===== config.mk =====
export PLATFORM = sky130hd
export DESIGN_NAME = stoch_decorr_sched_flat
export DESIGN_NICKNAME = d
export VERILOG_FILES = /design/src/rtl/stoch_decorr_sched_if.sv /design/src/rtl/stoch_decorr_sched.sv /design/src/flat_wrapper.sv
export SDC_FILE = /design/constraint.sdc
export NUM_CORES = 1
export LEC_CHECK = 0
export CAP_MARGIN = 20
export CORE_ASPECT_RATIO = 2
export CORE_MARGIN = 10
export CORE_UTILIZATION = 54
export DETAILED_ROUTE_END_ITERATION = 16
export PLACE_DENSITY_LB_ADDON = 0.05
export SLEW_MARGIN = 20
export SYNTH_ARGS = -nofsm -noshare
export SYNTH_HDL_FRONTEND = slang
export SYNTH_SLANG_ARGS = --single-unit
export TNS_END_PERCENT = 50

===== constraint.sdc =====
create_clock -name CLK -period 6.27 [get_ports CLK]
set_clock_uncertainty 0.1 [all_clocks]
set_input_delay 1.254 -clock CLK [delete_from_list [all_inputs] [get_ports CLK]]
set_output_delay 1.254 -clock CLK [all_outputs]
set_load 0.01 [all_outputs]

===== src/rtl/stoch_decorr_sched_if.sv =====
// Handshake bundle between bitstream producers/consumers and the shared decorrelation scheduler.
interface stoch_decorr_sched_if #(
  parameter int unsigned NUM_CH = 4
) ();
  logic [NUM_CH-1:0] in_valid;
  logic [NUM_CH-1:0] in_bit;
  logic [NUM_CH-1:0] in_ready;
  logic [NUM_CH-1:0] flush;
  logic [NUM_CH-1:0] out_valid;
  logic [NUM_CH-1:0] out_bit;

  modport master (
    output in_valid,
    output in_bit,
    output flush,
    input  in_ready,
    input  out_valid,
    input  out_bit
  );

  modport slave (
    input  in_valid,
    input  in_bit,
    input  flush,
    output in_ready,
    output out_valid,
    output out_bit
  );
endinterface


===== src/rtl/stoch_decorr_sched.sv =====
// Round-robin scheduler sharing one decorrelator and one 64-bit LFSR among NUM_CH bitstreams.
// The LFSR (x^64 + x^63 + x^61 + x^60 + 1, seed 1) free-runs every cycle.
module fibonacci_lfsr_64 (
  input  logic        CLK,
  input  logic        nRST,
  output logic [63:0] r_o
);
  localparam logic [63:0] Seed = 64'h1;

  logic [63:0] r_q, r_d;

  always_comb begin
    r_d = {r_q[62:0], r_q[63] ^ r_q[62] ^ r_q[60] ^ r_q[59]};
  end

  always_ff @(posedge CLK) begin
    if (!nRST) begin
      r_q <= Seed;
    end else begin
      r_q <= r_d;
    end
  end

  assign r_o = r_q;
endmodule

module stoch_decorr_sched #(
  parameter int unsigned NUM_CH       = 4,
  parameter int unsigned COUNTER_SIZE = 8,
  parameter int unsigned STEP_VAL     = 16
) (
  input  logic                CLK,
  input  logic                nRST,
  stoch_decorr_sched_if.slave bus
);
  localparam int unsigned IdxW = $clog2(NUM_CH);
  localparam logic [COUNTER_SIZE-1:0] Step  = COUNTER_SIZE'(STEP_VAL);
  localparam logic [COUNTER_SIZE:0]   StepW = (COUNTER_SIZE + 1)'(STEP_VAL);
  localparam logic [COUNTER_SIZE:0]   MaxW  = {1'b0, {COUNTER_SIZE{1'b1}}};

  logic [COUNTER_SIZE-1:0] cnt_q [NUM_CH];
  logic [COUNTER_SIZE-1:0] cnt_d [NUM_CH];
  logic [1:0]              buf_q [NUM_CH];
  logic [1:0]              buf_d [NUM_CH];
  logic [IdxW-1:0]         last_q, last_d;
  logic [NUM_CH-1:0]       out_valid_q, out_valid_d;
  logic [NUM_CH-1:0]       out_bit_q, out_bit_d;

  logic [63:0]             lfsr;
  logic                    lfsr_unused;
  logic [COUNTER_SIZE-1:0] rnd;

  fibonacci_lfsr_64 u_lfsr (
    .CLK  (CLK),
    .nRST (nRST),
    .r_o  (lfsr)
  );

  assign rnd         = lfsr[COUNTER_SIZE-1:0];
  assign lfsr_unused = ^lfsr[63:COUNTER_SIZE];

  // Arbiter: first valid, unflushed channel after last_q wins.
  logic [NUM_CH-1:0] grant;
  logic [IdxW-1:0]   grant_idx, cand_idx;
  logic              xfer;

  always_comb begin
    grant     = '0;
    grant_idx = last_q;
    cand_idx  = '0;
    xfer      = 1'b0;
    for (int unsigned i = 1; i <= NUM_CH; i++) begin
      cand_idx = IdxW'((32'(last_q) + i) % NUM_CH);
      if (!xfer && nRST && bus.in_valid[cand_idx] && !bus.flush[cand_idx]) begin
        xfer            = 1'b1;
        grant[cand_idx] = 1'b1;
        grant_idx       = cand_idx;
      end
    end
  end

  // Shared decorrelation datapath, evaluated for the granted channel only.
  logic [COUNTER_SIZE-1:0] cur_cnt, sat_cnt, new_cnt;
  logic [COUNTER_SIZE:0]   sum;
  logic [1:0]              cur_buf;
  logic                    y, a, shift_in;

  always_comb begin
    cur_cnt  = cnt_q[grant_idx];
    cur_buf  = buf_q[grant_idx];
    y        = cur_buf[1];
    a        = bus.in_bit[grant_idx];
    sum      = {1'b0, cur_cnt} + (a ? StepW : '0);
    sat_cnt  = (sum > MaxW) ? MaxW[COUNTER_SIZE-1:0] : sum[COUNTER_SIZE-1:0];
    if (y && (sat_cnt < Step)) begin
      new_cnt = '0;
    end else begin
      new_cnt = sat_cnt - (y ? Step : '0);
    end
    shift_in = (rnd <= cur_cnt);
  end

  always_comb begin
    last_d      = xfer ? grant_idx : last_q;
    out_valid_d = grant;
    out_bit_d   = out_bit_q;
    if (xfer) begin
      out_bit_d[grant_idx] = y;
    end
    for (int unsigned k = 0; k < NUM_CH; k++) begin
      cnt_d[k] = cnt_q[k];
      buf_d[k] = buf_q[k];
      if (bus.flush[k]) begin
        cnt_d[k] = '0;
        buf_d[k] = '0;
      end else if (grant[k]) begin
        cnt_d[k] = new_cnt;
        buf_d[k] = {cur_buf[0], shift_in};
      end
    end
  end

  always_ff @(posedge CLK) begin
    if (!nRST) begin
      for (int unsigned k = 0; k < NUM_CH; k++) begin
        cnt_q[k] <= '0;
        buf_q[k] <= '0;
      end
      last_q      <= IdxW'(NUM_CH - 1);
      out_valid_q <= '0;
      out_bit_q   <= '0;
    end else begin
      for (int unsigned k = 0; k < NUM_CH; k++) begin
        cnt_q[k] <= cnt_d[k];
        buf_q[k] <= buf_d[k];
      end
      last_q      <= last_d;
      out_valid_q <= out_valid_d;
      out_bit_q   <= out_bit_d;
    end
  end

  assign bus.in_ready  = grant;
  assign bus.out_valid = out_valid_q;
  assign bus.out_bit   = out_bit_q;
endmodule

===== src/flat_wrapper.sv =====
// flat-port wrapper written by rule: the top's interface ports become plain ports
module stoch_decorr_sched_flat 
#(
  parameter int unsigned NUM_CH       = 4,
  parameter int unsigned COUNTER_SIZE = 8,
  parameter int unsigned STEP_VAL     = 16
)
  (CLK, nRST, bus_in_valid, bus_in_bit, bus_flush, bus_in_ready, bus_out_valid, bus_out_bit);
  stoch_decorr_sched_if #(.NUM_CH(NUM_CH)) bus_i ();
  input  logic CLK;
  input  logic nRST;
  input wire logic [$bits(bus_i.in_valid)-1:0] bus_in_valid;
  input wire logic [$bits(bus_i.in_bit)-1:0] bus_in_bit;
  input wire logic [$bits(bus_i.flush)-1:0] bus_flush;
  output wire logic [$bits(bus_i.in_ready)-1:0] bus_in_ready;
  output wire logic [$bits(bus_i.out_valid)-1:0] bus_out_valid;
  output wire logic [$bits(bus_i.out_bit)-1:0] bus_out_bit;
  assign bus_i.in_valid = bus_in_valid;
  assign bus_i.in_bit = bus_in_bit;
  assign bus_i.flush = bus_flush;
  assign bus_in_ready = bus_i.in_ready;
  assign bus_out_valid = bus_i.out_valid;
  assign bus_out_bit = bus_i.out_bit;
  stoch_decorr_sched #(.NUM_CH(NUM_CH), .COUNTER_SIZE(COUNTER_SIZE), .STEP_VAL(STEP_VAL)) u_core (.CLK(CLK), .nRST(nRST), .bus(bus_i));
endmodule

Word level (Yosys, flattened, before mapping)
Memory sizes are Yosys's and may differ from the RTL's.
Cells that the tools add are included.
- register bits: 74
- RAM bits: 40
- bits of input ports: 14
- word-level logic and storage cells: 142
- memories kept: 2
- memories (memory ; depth ; width ; read ports ; clocked after memory_dff ; wr ports ; line ; text):
    u_core.cnt_q ; 4 ; 8 ; 1 ; 0 ; 4 ; stoch_decorr_sched.sv:41 ; logic [COUNTER_SIZE-1:0] cnt_q [NUM_CH];
    u_core.buf_q ; 4 ; 2 ; 1 ; 0 ; 4 ; stoch_decorr_sched.sv:43 ; logic [1:0] buf_q [NUM_CH];
- $add $sub $neg: 6
- order comparisons: 13
- equality and inequality tests: 4
- mux-type cells: 71
- bitwise gates (word level): 14
- reduce and logical (&&, ||, !) cells: 28
- operator list (operator ; count):
    two-way mux 8 bit ; 14
    two-way mux 2 bit ; 16
    two-way mux 1 bit ; 20
    binary-select mux 1 bit (select 2 bit) ; 9
    logical AND 1 bit ; 17
    two-way mux 4 bit ; 4
    < comparator 2 x 3 -> 1 bit, second input constant ; 5
    bitwise OR 4 bit ; 3
    demux 1 bit (select 2 bit) ; 5
    greater-or-equal comparator 2 x 1 -> 1 bit, second input constant ; 5
    two-way mux 5 bit ; 2
    adder 8 x 9 -> 9 bit ; 1
    greater-than comparator 9 x 8 -> 1 bit, second input constant ; 1
    less-or-equal comparator 8 bit ; 1
    < comparator 8 x 5 -> 1 bit, second input constant ; 1
    inequality test 2 bit, second input constant ; 4
    bitwise OR 1 bit ; 8
    AND reduction 2 bit ; 4
    subtractor 8 bit ; 1
    zero test 1 bit ; 7
    adder 2 x 1 -> 2 bit, second input constant ; 2
    adder 2 bit, second input constant ; 2
    bitwise mux 4 bit ; 1
    bitwise XOR 1 bit ; 3

Depth between registers and ports, before layout
Gate-level depths: netlist of the first run.
- word-level depth: 33
- mapped depth: 23
- gate-level depth less buffers: 21

Cells and area by module
From an unflattened synthesis of the first run, not the netlist that was laid out.
- cell total of the unflattened synthesis: 575
- area, all modules: 5903.2 um^2
- by module, submodules not included (module ; times used ; cells each ; area an instance (um^2) ; seq. area each (um^2)):
    stoch_decorr_sched ; 1 ; 375 ; 3634.7 ; 1401.3
    fibonacci_lfsr_64 ; 1 ; 200 ; 2268.4 ; 1281.2

Worst setup path after synthesis of the first run
No wires, ideal clock.
- path kind: input port to flip-flop
- start point: input bus_in_valid[2]
- end point: memory u_core.cnt_q[0][7], data pin
- library setup time: 0.270 ns
- arrival time: 5.638 ns
- required time: 5.900 ns
- setup slack: 0.262 ns
- cell stages on the path: 21
- buffers on the path: 2
- cells stage by stage: nor2b_1 > clkbuf_2 > mux4_2 > or3_4 > or4_4 > nand2_2 > buf_1 > nor2_1 > nor2_1 > inv_1 > ha_1 > ha_1 > inv_1 > nor3_4 > nor2_1 > ha_1 > nor2b_1 > nand2_1 > o211a_1 > a211oi_2 > a21oi_1
- RTL lines (element ; line ; text):
    start: declaration ; flat_wrapper.sv:12 ; input wire logic [$bits(bus_i.in_valid)-1:0] bus_in_valid;
    end: declaration ; stoch_decorr_sched.sv:41 ;

==> results of run 1 <==
## layer usage
layer / wire length (um) / global-route usage, % / vias to the layer above
met5: 0 / 0 / -
met4: 801 / 15.8 / 0
met3: 520 / 5.07 / 48
met2: 6830 / 34.0 / 106
met1: 4190 / 16.6 / 1765
li1: - / - / 1730
## cell usage after synthesis, types with 3 or more instances
cell | n | share of area [%]
nand2b_1 | 6 | 0.74
ha_1 | 19 | 4.7
and3_1 | 3 | 0.37
nor2b_1 | 7 | 0.86
nor3_2 | 3 | 0.59
dfxtp_1 | 74 | 29
nor4_1 | 3 | 0.37
o21bai_2 | 4 | 0.89
o32ai_1 | 3 | 0.52
nand2_1 | 11 | 0.81
inv_1 | 14 | 1.0
o21ai_0 | 3 | 0.30
nor2_1 | 64 | 4.7
nor3_1 | 11 | 1.1
a22oi_1 | 6 | 0.89
xor2_1 | 3 | 0.52
or2_2 | 4 | 0.49
mux4_2 | 6 | 2.7
a21oi_1 | 15 | 1.5
a211oi_1 | 3 | 0.44
or3_1 | 4 | 0.49
nand3_1 | 6 | 0.59
mux2_2 | 4 | 0.89
a221oi_1 | 5 | 0.86
mux2i_1 | 16 | 3.2
edfxtp_1 | 40 | 24
and2_1 | 63 | 7.8
clkbuf_1 | 10 | 0.74
## through the flow
stage	std cells	total power, mW	util, %	setup slack [ns]	hold slack [ns]
final	625	2.26	65.9	0.559	0.329
after global routing	625	2.36	65.9	0.177	0.348
after CTS	625	2.27	65.9	0.624	0.337
after detailed placement	593	1.39	59.8	0.194	0.319
after global placement	593	1.38	59.8	0.305	0.318
after floorplan	461	1.19	-	0.262	0.312
## cells by family after synthesis
family	count (synthesis)
and+or+nand+nor	195
DFF	114
buffers and inverters	35
AOI/OAI and AO/OA	64
muxes	29
xor gates and xnor gates	5
adders and majority gates	19
## report_power, final
group	total, mW	internal, mW	switching [mW]
sequential	0.826	0.808	0.0178
combinational	0.550	0.212	0.338
clock	0.889	0.570	0.319
total	2.26	1.59	0.674
## registers in the layout (all words and copies together), names as in the netlist
signal	count
u_core.buf_q	8
u_core.bus.out_bit	4
u_core.bus.out_valid	4
u_core.cnt_q	32
u_core.last_q	2
u_core.u_lfsr.r_o	64
## layout make-up
type                       count  area share, %
timing repair buffer          45           6.56
tap                          104           2.13
clock buffer                  24           8.42
inverter                      18           1.15
sequential                   114           43.9
clock inverter                 8          0.799
multi-input combinational    312           37.0
## how the worst max path moves through the flow
stage	start	end	slack, ns	cells past startpoint
floorplan	bus_in_valid[2]	u_core.cnt_q[0][7]$_SDFFCE_PP0P_	0.26	21
global placement	bus_in_valid[0]	u_core.buf_q[0][0]$_SDFFCE_PP0P_	0.31	19
detailed placement	bus_in_valid[0]	u_core.cnt_q[2][7]$_SDFFCE_PP0P_	0.19	19
CTS	bus_in_valid[2]	u_core.cnt_q[2][7]$_SDFFCE_PP0P_	0.62	18
global route	bus_in_valid[0]	u_core.cnt_q[2][7]$_SDFFCE_PP0P_	0.18	21
finish	bus_in_valid[0]	u_core.cnt_q[2][7]$_SDFFCE_PP0P_	0.56	19
==> flow_metrics.env, run 1 <==
export IMPL_status="complete, no violations"
export IMPL_grt_pass1_wl_um=19400
export IMPL_clock_path_buffers=2
export IMPL_nets=541
export IMPL_rr_worst_depth=19
export IMPL_drtPass1Iterations=4
export IMPL_dpl_cell_area_sq_um=5540
export IMPL_ff2ff_setup_slack_ns=0.70
export IMPL_synth_simple_area_share_pct=20.6
export IMPL_clkSinkCount=114
export IMPL_num_antenna_cells=0
export IMPL_io_buffer_count=25
export IMPL_grt_max_degree=67
export IMPL_finalWirelength_um=12300
export IMPL_grt_pass1_vias=3782
export IMPL_synth_nets=494
export IMPL_tightest_slew_ns=0.724
export IMPL_worstSetupPathType="input pin to register"
export IMPL_synth_fa_ha_area_share_pct=4.68
export IMPL_reg2reg_to="u_core.cnt_q[2][7]$_SDFFCE_PP0P_"
export IMPL_vdd_ir_drop_max_mv=0.293
export IMPL_io_pins=26
export IMPL_ant_nets=0
export IMPL_vias_per_cell=5.84
export IMPL_maxSlewViolCount=0
export IMPL_post_cts_buffers=0
export IMPL_min_period_over_period_pct=91.1
export IMPL_final_cell_mix="dfxtp_1, nor2_1, and2_1, edfxtp_1, clkdlybuf4s50_1"
export IMPL_synth_xor_area_share_pct=0.861
export IMPL_die_w_um=88.6
export IMPL_post_cts_resized=0
export IMPL_min_from="u_core.u_lfsr.r_o[34]$_SDFF_PN0_"
export IMPL_timing_rr_start="u_core.last_q[1]$_SDFFE_PN1P_"
export IMPL_synth_top_family_by_area="simple AND/OR/NAND/NOR gates"
export IMPL_cp_slowest_cell="a2111oi_0"
export IMPL_synthFlopType="dfxtp_1"
export IMPL_cts_root_buf="clkbuf_16"
export IMPL_relSlewSlack_pct=51.6
export IMPL_grt_ovfl_total=0
export IMPL_cts_tree="built"
export IMPL_drive_gt1_share_pct=17.3
export IMPL_synth_edff_count=40
export IMPL_crit_chain="clkdlybuf4s50_1 -> nor2b_1 -> o32ai_1 -> a2111oi_0 -> o32a_1 -> nor2_1 -> mux4_2 -> ha_1 -> ha_1 -> inv_1 -> nor3_4 -> nor2_1 -> ha_1 -> nor2b_1 -> buf_4 -> nand2_1 -> a221oi_1 -> o31ai_2 -> a21oi_1"
export IMPL_design_die_area_sq_um=13900
export IMPL_hold_violations=0
export IMPL_hold_buffers=0
export IMPL_htree_levels=4
export IMPL_final_cell_area_sq_um=6110
export IMPL_synth_mux_area_share_pct=7.78
export IMPL_final_common_cell="dfxtp_1"
export IMPL_seq_area_sq_um=2680
export IMPL_power_density_nw_per_um2=371
export IMPL_track_usage_pct=18.9
export IMPL_synth_compound_area_share_pct=10.3
export IMPL_maxCapViolCount=0
export IMPL_setup_viol=0
export IMPL_first_iter_violations=232
export IMPL_multiInputGateArea_sq_um=2260
export IMPL_crit_path_max_fanout=10
export IMPL_path_delay_family="compound AO/OA/AOI/OAI gates"
export IMPL_routedWlPerCell_um=19.7
export IMPL_fillCellCount=759
export IMPL_ys_async_sr_fraction_pct=0
export IMPL_whs_path_depth=1
export IMPL_num_rows=50
export IMPL_avgSynthCellArea_sq_um=11.0
export IMPL_min_to="u_core.u_lfsr.r_o[35]$_SDFF_PN0_"
export IMPL_core_area_sq_um=9260
export IMPL_antenna_found_initial=0
export IMPL_vias=3649
export IMPL_p_leak_nw=2.56
export IMPL_clk_pin_slew_ns=0.05
export IMPL_post_route_min_period_ns=5.71
export IMPL_crit_path_start_kind="input pin"
export IMPL_syn_area_sq_um=5080
export IMPL_synth_cells=461
export IMPL_clk_latency_ns=0.41
export IMPL_cp_num_buf_inv=3
export IMPL_globalplace_congestion=0.926
export IMPL_ys_seq_area_share_pct=52.8
export IMPL_drc=0
export IMPL_dieHeight_um=157
export IMPL_synth_cell_types=70
export IMPL_crit_top_cell="ha_1"
export IMPL_worstPathArrival_ns=5.75
export IMPL_max_freq_mhz=175
export IMPL_syn_to_final_growth_pct=20.1
export IMPL_max_stage_delay_ns=0.61
export IMPL_numCtsBuffers=17
export IMPL_start_util_pct=54.9
export IMPL_grt_setup_unrepaired="no"
export IMPL_fin_tns_setup_ns=0
export IMPL_synth_warnings=0
export IMPL_critPathRequiredTime_ns=6.31
export IMPL_dp_hpwl_um=9200
export IMPL_ys_ff_latch=114
export IMPL_end_kind="register"
export IMPL_hold_path_class="register to register"
No activity file was read; power rests on OpenSTA's default activity.
==> run 2: changes to the inputs <==
CORE_UTILIZATION = 57   (was 54)
DONT_BUFFER_PORTS = 1   (was default)
==> run 2 against run 1 <==
Compared with the run above:
- worst setup slack worse by 0.16 ns
- sequential cell count unchanged
- clock-buffer cell count down 3
- sequential share of layout area up 2.5 points
- clock power up 4.6%
- largest cell class unchanged
- largest power group unchanged
- highest routed layer unchanged
==> flow_metrics.env, run 2 (synthesis gave the netlist of run 1 again) <==
export IMPL_setup_viol=0
export IMPL_status="complete, no violations"
export IMPL_whs_path_depth=1
export IMPL_drive_gt1_share_pct=16.4
export IMPL_grt_pass1_vias=3594
export IMPL_hold_buffers=0
export IMPL_pwr_share_seq_pct=37.0
export IMPL_cts_root_buf="clkbuf_16"
export IMPL_end_kind="register"
export IMPL_largest_reg_flops=64
export IMPL_io_buffer_count=0
export IMPL_finalWirelength_um=11700
export IMPL_relSlewSlack_pct=38.5
export IMPL_drc=0
export IMPL_antenna_found_initial=0
export IMPL_hold_path_class="register to register"
export IMPL_vdd_ir_drop_max_mv=0.304
export IMPL_grt_max_degree=72
export IMPL_p_int_mw=1.57
export IMPL_worstPathArrival_ns=5.91
export IMPL_vias_per_cell=5.93
export IMPL_post_cts_resized=0
export IMPL_max_stage_delay_ns=0.88
export IMPL_clock_path_buffers=2
export IMPL_fin_tns_setup_ns=0
export IMPL_post_cts_buffers=0
export IMPL_power_density_nw_per_um2=387
export IMPL_routedWlPerCell_um=20.1
export IMPL_cts_tree="built"
export IMPL_drtPass1Iterations=4
export IMPL_num_rows=48
export IMPL_cp_slowest_cell="a2111oi_1"
export IMPL_crit_chain="inv_2 -> ha_2 -> mux4_2 -> a32oi_1 -> nand2_2 -> buf_4 -> a2111oi_1 -> nor2_2 -> inv_4 -> nor3_4 -> nor2_1 -> ha_1 -> nor2b_1 -> buf_4 -> nand2_1 -> o211a_1 -> a211oi_2 -> a21oi_1"
export IMPL_vias=3460
export IMPL_hold_violations=0
export IMPL_rr_worst_depth=18
export IMPL_start_util_pct=58.8
export IMPL_crit_path_start_kind="register"
export IMPL_first_iter_violations=226
export IMPL_die_w_um=86.8
export IMPL_clk_latency_ns=0.40
export IMPL_clkSinkCount=114
export IMPL_worstSetupPathType="register to register"
export IMPL_reg2reg_to="u_core.cnt_q[3][7]$_SDFFCE_PP0P_"
export IMPL_track_usage_pct=18.3
export IMPL_min_period_over_period_pct=93.6
export IMPL_final_cell_area_sq_um=5780
export IMPL_htree_levels=4
export IMPL_grt_pass1_wl_um=18800
export IMPL_p_sw_mw=0.664
export IMPL_final_common_cell="dfxtp_1"
export IMPL_final_cell_mix="dfxtp_1, nor2_1, and2_1, edfxtp_1"
export IMPL_post_place_cells=550
export IMPL_numCtsBuffers=17
export IMPL_grt_setup_unrepaired="no"
export IMPL_clk_pin_slew_ns=0.06
export IMPL_post_route_min_period_ns=5.87
export IMPL_combPwrFrac_pct=21.4
export IMPL_dp_hpwl_um=8420
export IMPL_switching_share_pct=29.7
export IMPL_crit_path_max_fanout=19
export IMPL_max_freq_mhz=170
export IMPL_globalplace_congestion=0.947
export IMPL_power_mw=2.24
export IMPL_layout_setup_ws_ns=0.401
export IMPL_dp_slack_ns=0.270
export IMPL_ff2ff_setup_slack_ns=0.40
export IMPL_crit_top_cell="buf_4"
export IMPL_ant_nets=0
export IMPL_critPathRequiredTime_ns=6.31
export IMPL_timing_rr_start="u_core.last_q[1]$_SDFFE_PN1P_"
export IMPL_core_area_sq_um=8650
export IMPL_dpl_cell_area_sq_um=5170
export IMPL_min_to="u_core.u_lfsr.r_o[41]$_SDFF_PN0_"
export IMPL_design_die_area_sq_um=13300
export IMPL_maxCapViolCount=0
export IMPL_grt_ovfl_total=0
export IMPL_tightest_slew_ns=0.920
export IMPL_p_leak_nw=2.40
export IMPL_fin_cells=583
export IMPL_maxSlewViolCount=0
export IMPL_nets=502
export IMPL_syn_to_final_growth_pct=13.6
export IMPL_io_pins=26
export IMPL_dieHeight_um=154
export IMPL_min_from="u_core.u_lfsr.r_o[40]$_SDFF_PN0_"
export IMPL_p_clk_share_pct=41.6
## run 2: changes by cell type in the layout (fill, tap and decap cells not counted), moves of 2 or more
cell	previous run	this run
clkdlybuf4s50_1	25	0
buf_4	20	6
clkbuf_1	3	0
clkinv_2	5	2
clkinvlp_4	0	2
## run 2: worst max-delay path, delay by kind of cell (launching register included)
| kind | cells | cell delay (ns) |
|---|---|---|
| adders and majority gates | 2 | 0.69 |
| and+or+nand+nor | 6 | 0.88 |
| buffers and inverters | 4 | 0.87 |
| muxes | 1 | 0.56 |
| DFF | 1 | 0.60 |
| AOI/OAI and AO/OA | 5 | 1.88 |
## run 2: how the worst max path moves through the flow
stage                                              from                               end  cells after the start
after floorplan                         bus_in_valid[2]  u_core.cnt_q[0][7]$_SDFFCE_PP0P_                     21
after global placement                  bus_in_valid[0]  u_core.cnt_q[1][7]$_SDFFCE_PP0P_                     17
after detailed placement                bus_in_valid[0]  u_core.cnt_q[3][7]$_SDFFCE_PP0P_                     18
after CTS                 u_core.last_q[1]$_SDFFE_PN1P_  u_core.cnt_q[3][7]$_SDFFCE_PP0P_                     19
after global routing      u_core.last_q[1]$_SDFFE_PN1P_  u_core.cnt_q[3][7]$_SDFFCE_PP0P_                     18
final                     u_core.last_q[1]$_SDFFE_PN1P_  u_core.cnt_q[3][7]$_SDFFCE_PP0P_                     18
## run 2: layer usage
layer  share of wire (%)  GRT usage, %  up-vias
li1                    -             -     1648
met2                  56          32.9      100
met1                  35          17.7     1683
met5                   0             0        -
met4                 4.0          9.85        0
met3                 4.6          5.24       29
## run 2: power groups by stage
stage / Combinational [mW] / Sequential [mW] / Clock, mW
finish: 0.479 / 0.828 / 0.930
global route: 0.516 / 0.832 / 0.977
CTS: 0.473 / 0.828 / 0.943
detailed placement: 0.470 / 0.844 / 0
global placement: 0.460 / 0.842 / 0
floorplan: 0.355 / 0.837 / 0
## run 2: final cells by class
type                    instances  area [sq um]
fillers                       690          2870
flip-flops and latches        114          2680
multi-input cells             312          2260
clock buffers                  21           492
well taps                     100           125
clock inverters                11          97.6
inverters                      18          70.1
repair buffers                  6          45.0
diodes                          1          2.50
## run 2: metrics by stage
stage | hold WS, ns | util, %
global placement | 0.316 | 59.8
floorplan | 0.312 | -
global route | 0.340 | 66.8
finish | 0.331 | 66.8
detailed placement | 0.318 | 59.8
CTS | 0.336 | 66.7
==> run 3: changes to the inputs <==
CORE_UTILIZATION = 45   (was 57)
==> run 3 against run 2 <==
Compared with the run above:
- non-clock buffer count increased by 2
- maximum frequency is essentially flat
- wire length fell by 1.1%
- register-to-register slack hardly changed
- core utilization is 14 points lower
- combinational power decreased by 0.8%
- cell area rose by 0.58%
- first-iteration DRC count shrank 27%
- sequential cell count is the same
- via count is 1.4% lower
==> flow_metrics.env, run 3 (synthesis gave the netlist of run 1 again) <==
export IMPL_track_usage_pct=15.2
export IMPL_post_place_cells=592
export IMPL_vias_per_cell=5.47
export IMPL_globalplace_congestion=0.888
export IMPL_dpl_cell_area_sq_um=5240
export IMPL_status="complete, no violations"
export IMPL_fin_hold_ws_ns=0.327
export IMPL_antenna_found_initial=0
export IMPL_post_route_min_period_ns=5.87
export IMPL_io_buffer_count=0
export IMPL_tightest_slew_ns=0.932
export IMPL_maxCapViolCount=0
export IMPL_final_cell_area_sq_um=5810
export IMPL_drive_gt1_share_pct=16.3
export IMPL_switching_share_pct=30.0
export IMPL_clk_latency_ns=0.41
export IMPL_worstPathArrival_ns=5.91
export IMPL_crit_path_max_fanout=10
export IMPL_cts_tree="built"
export IMPL_num_rows=54
export IMPL_routedWlPerCell_um=18.6
export IMPL_largest_reg_flops=64
export IMPL_grt_pass1_vias=3530
export IMPL_io_pins=26
export IMPL_grt_ovfl_total=0
export IMPL_clk_pin_slew_ns=0.05
export IMPL_ant_nets=0
export IMPL_start_util_pct=46.2
export IMPL_design_die_area_sq_um=16200
export IMPL_dp_hpwl_um=8450
export IMPL_worstSetupPathType="register to register"
export IMPL_core_area_sq_um=11000
export IMPL_combPwrFrac_pct=21.7
export IMPL_finalWirelength_um=11600
export IMPL_final_common_cell="dfxtp_1"
export IMPL_cts_root_buf="clkbuf_16"
export IMPL_syn_to_final_growth_pct=14.3
export IMPL_final_cell_mix="dfxtp_1, nor2_1, and2_1, edfxtp_1"
export IMPL_p_sw_mw=0.657
export IMPL_clock_path_buffers=2
export IMPL_dieHeight_um=170
export IMPL_max_freq_mhz=170
export IMPL_fin_tns_setup_ns=0
export IMPL_numCtsBuffers=17
export IMPL_hold_violations=0
export IMPL_fin_util_pct=52.7
export IMPL_first_iter_violations=165
export IMPL_num_antenna_cells=0
export IMPL_p_leak_nw=2.40
export IMPL_fin_cells=624
export IMPL_end_kind="register"
export IMPL_setup_viol=0
export IMPL_clkSinkCount=114
export IMPL_min_period_over_period_pct=93.6
export IMPL_vdd_ir_drop_max_mv=0.240
export IMPL_die_w_um=95.2
export IMPL_htree_levels=4
export IMPL_critPathRequiredTime_ns=6.31
export IMPL_pwr_share_seq_pct=37.7
export IMPL_vias=3411
export IMPL_maxSlewViolCount=0
export IMPL_p_clk_share_pct=40.6
export IMPL_power_density_nw_per_um2=378
export IMPL_hold_path_class="register to register"
export IMPL_nets=504
export IMPL_grt_setup_unrepaired="no"
export IMPL_grt_max_degree=72
export IMPL_drtPass1Iterations=5
export IMPL_drc=0
export IMPL_relSlewSlack_pct=37.1
export IMPL_crit_path_start_kind="register"
export IMPL_grt_pass1_wl_um=18700
export IMPL_p_int_mw=1.54
[run 3: worst paths after layout]
check                                         from  slack [ns]                               end  cells after the start
hold reg to reg   u_core.u_lfsr.r_o[17]$_SDFF_PN0_        0.33  u_core.u_lfsr.r_o[18]$_SDFF_PN0_                      1
setup / recovery     u_core.last_q[1]$_SDFFE_PN1P_        0.40  u_core.cnt_q[1][7]$_SDFFCE_PP0P_                     17
hold / removal    u_core.u_lfsr.r_o[17]$_SDFF_PN0_        0.33  u_core.u_lfsr.r_o[18]$_SDFF_PN0_                      1
setup reg to reg     u_core.last_q[1]$_SDFFE_PN1P_        0.40  u_core.cnt_q[1][7]$_SDFFCE_PP0P_                     17
[run 3: power groups by stage]
stage	combinational, mW	sequential, mW	clock, mW
4_1_cts	0.476	0.828	0.910
3_5_place_dp	0.473	0.844	0
6_report	0.475	0.828	0.891
5_1_grt	0.520	0.832	0.940
3_3_place_gp	0.468	0.843	0
2_1_floorplan	0.355	0.837	0
[run 3: stage by stage]
| step | power (mW) | setup WS (ns) |
|---|---|---|
| finish | 2.19 | 0.401 |
| global route | 2.29 | 0.105 |
| CTS | 2.21 | 0.389 |
| detailed placement | 1.32 | 0.310 |
| global placement | 1.31 | 0.514 |
| floorplan | 1.19 | 0.262 |
[run 3: critical path, cell delays in order (launching register included)]
cell and delay (ns):
dfxtp_1 0.58, inv_2 0.20, ha_1 0.56, mux4_2 0.59
or3_4 0.38, nor4_1 0.54, nor2_1 0.24, a21boi_1 0.37
ha_1 0.36, inv_1 0.14, nor3_4 0.37, nor2_1 0.08
ha_1 0.22, nor2b_2 0.21, nand2_1 0.08, a221oi_1 0.05
o31ai_2 0.38, a21oi_1 0.12
[run 3: cell type report]
cell class / count / area [sq um]
fill: 1017 / 5200
sequential: 114 / 2680
multi-input combinational: 312 / 2250
clock buffer: 22 / 497
tap: 140 / 175
clock inverter: 10 / 70.1
inverter: 18 / 70.1
timing repair buffer: 8 / 60.1
[run 3: layer usage]
metal,vias up,share of wire [%],track usage [%]
li1,1654,-,-
met1,1626,36,15.0
met2,99,56,27.2
met3,32,4.7,3.31
met4,0,4.0,10.2
met5,-,0,0
[run 3: what timing repair did]
| item | 4_1_cts | 5_1_grt |
|---|---|---|
| setup buffers | 0 | 0 |
| setup endpoints to repair | 0 | 1 |
| hold buffers | 0 | 0 |
| resized for setup | 0 | 1 |
==> variant, RTL diff (flow settings as in run 1) <==
Reset style: asynchronous (`nRST`), changed in 2 clocked blocks.
--- a/src/rtl/stoch_decorr_sched.sv
+++ b/src/rtl/stoch_decorr_sched.sv
@@ -13,7 +13,7 @@
     r_d = {r_q[62:0], r_q[63] ^ r_q[62] ^ r_q[60] ^ r_q[59]};
   end
 
-  always_ff @(posedge CLK) begin
+  always_ff @(posedge CLK or negedge nRST) begin
     if (!nRST) begin
       r_q <= Seed;
     end else begin
@@ -120,7 +120,7 @@
     end
   end
 
-  always_ff @(posedge CLK) begin
+  always_ff @(posedge CLK or negedge nRST) begin
     if (!nRST) begin
       for (int unsigned k = 0; k < NUM_CH; k++) begin
         cnt_q[k] <= '0;
Behaviour: differs if nRST is asserted again (counterexample within 4 cycles, from zero or initial values and one cycle with nRST low); with nRST held inactive, the same outputs for 10 cycles.
==> variant against run 1 <==
Synthesized cell count shrank 0.65%. Routed wire length shrank 0.97%. Cell area grew 2.5%. Sequential cell count is the same. Critical path depth shrank 11. Core utilization grew 0.31 points. Worst setup slack lost 48 ps. Cell count grew 1.9%. Synthesized area grew 3.2%. Critical endpoint is now bus_in_ready[1]. Largest cell class unchanged. Highest routed layer unchanged.
Power is not compared: it rests on default switching activity, and its combinational part moved more than twofold at a synthesized area within 25%.
==> variant: results (changes against run 1) <==
| Metric | Value |
|---|---|
| Hpwl dp | 8380 um (-8.9%) |
| Reg2Reg Depth | 18 (-1) |
| Fraction of area in multi-input gates | 34.9% (-2.1 points) |
| FF+latch area | 2860 um^2 (+6.5%) |
| Vias per inst | 5.69 (-2.6%) |
| Routability cong. | 0.924 (-0.29%) |
| Synth top area cells | dfrtp_1 (53%), mux2i_1 (4.8%), nor2_1 (4.7%) |
| Worst hold path endpoint | u_core.u_lfsr.r_o[48] |
| Pre-antenna DRT Iters | 5 (+1) |
| Mux cell area share after synthesis | 6.28% (-1.5 points) |
| Final instance count without filler cells | 637 (+1.9%) |
| Area growth syn-to-layout | 19.4% |
| Critical Path AT | 4410 ps (-1340 ps) |
| First-pass GRT wire length | 20100 um (+4.1%) |
| Net Count, Synth | 491 (-0.61%) |
| Placed Area | 5660 um^2 (+2.2%) |
| Worst hold margin | 241 ps (-88.5 ps) |
| CP top delay family | buffers and inverters |
| Placed cell count | 605 (+2.0%) |
| Pre-CTS WS | 568 ps (+374 ps) |
| Share of post-route cells with drive strength above 1 | 19.1% (+1.9 points) |
| Final wirelength | 12200 um (-0.97%) |
| Yosys cell types | 68 (-2.9%) |
| R2R Path Start | u_core.last_q[0] |
| # fillers | 715 (-5.8%) |
| Seq pwr | 0.873 mW |
| Hold Path Stages | 0 (-1) |
| Worst hold start | u_core.u_lfsr.r_o[47] |
| Max-cap violations | 0 (unchanged) |
| Maximum VDD drop | 0.379 mV |
| Number of global-route vias before repair | 3829 (+1.2%) |
| Adder-cell area share of the yosys netlist | 4.53% (-0.14 points) |
| R2r setup slk | 960 ps (+260 ps) |
| Min-delay worst type | reg -> reg |
| Worst setup startpoint | bus_flush[0] |
| ClkCell Share | 9.60% (+0.37 points) |
| Clk_buf instances | 22 (-8.3%) |
| Nets@finish | 527 (-2.6%) |
| Pin count of the biggest net entering global routing | 79 (+18%) |
| Mapped Cells | 458 (-0.65%) |
| Core Area | 9450 um^2 (+2.0%) |
| Outcome | completed |
| Critical Path Max Stage Delay | 710 ps (+100 ps) |
| Ys async rst share | 100% (+100 points) |
| Post-synthesis compound-gate area fraction | 16.1% (+5.7 points) |
| Fmax achieved | 0.174 GHz (-0.84%) |
| Critical path fanouts, max | 7 (-3) |
| Non-CTS buffers | 41 (-8.9%) |
| Worst slew margin relative to its limit | 36.5% (-15 points) |
| Worst r2r dst | u_core.cnt_q[14] |
| Sequential share of the synthesized area | 54.5% (+1.7 points) |
| Inverters | 19 (+1) |
| Slowest cell on the critical path | nor4b_1 |
| Multi-input comb cells | 301 (-3.5%) |
| 1st-iter DRT viols | 166 (-28%) |
variant: cell count changes in the layout (fill, tap and decap cells not counted), moves of 6 or more:
| cell | run 1 | this run |
|---|---|---|
| mux2i_1 | 16 | 25 |
| dfxtp_1 | 74 | 0 |
| dfrtp_1 | 0 | 111 |
| nand3b_1 | 0 | 10 |
| nor3_1 | 11 | 4 |
| mux4_2 | 6 | 0 |
| edfxtp_1 | 40 | 0 |
| nand2_1 | 11 | 34 |
| a22oi_2 | 0 | 19 |
| and2_1 | 63 | 1 |
variant: per-layer routing:
layer	global-route usage, %	routed length (um)
met5	0	0
met4	9.53	338
met3	3.79	248
met2	32.9	6910
met1	19.8	4720
variant: cells by family after synthesis:
logic type               Yosys count
buffers and inverters             43
multiplexers                      32
AO/OA/AOI/OAI                     95
adder cells (fa/ha/maj)           19
AND/OR/NAND/NOR                  151
XOR/XNOR                           4
flip-flops                       114
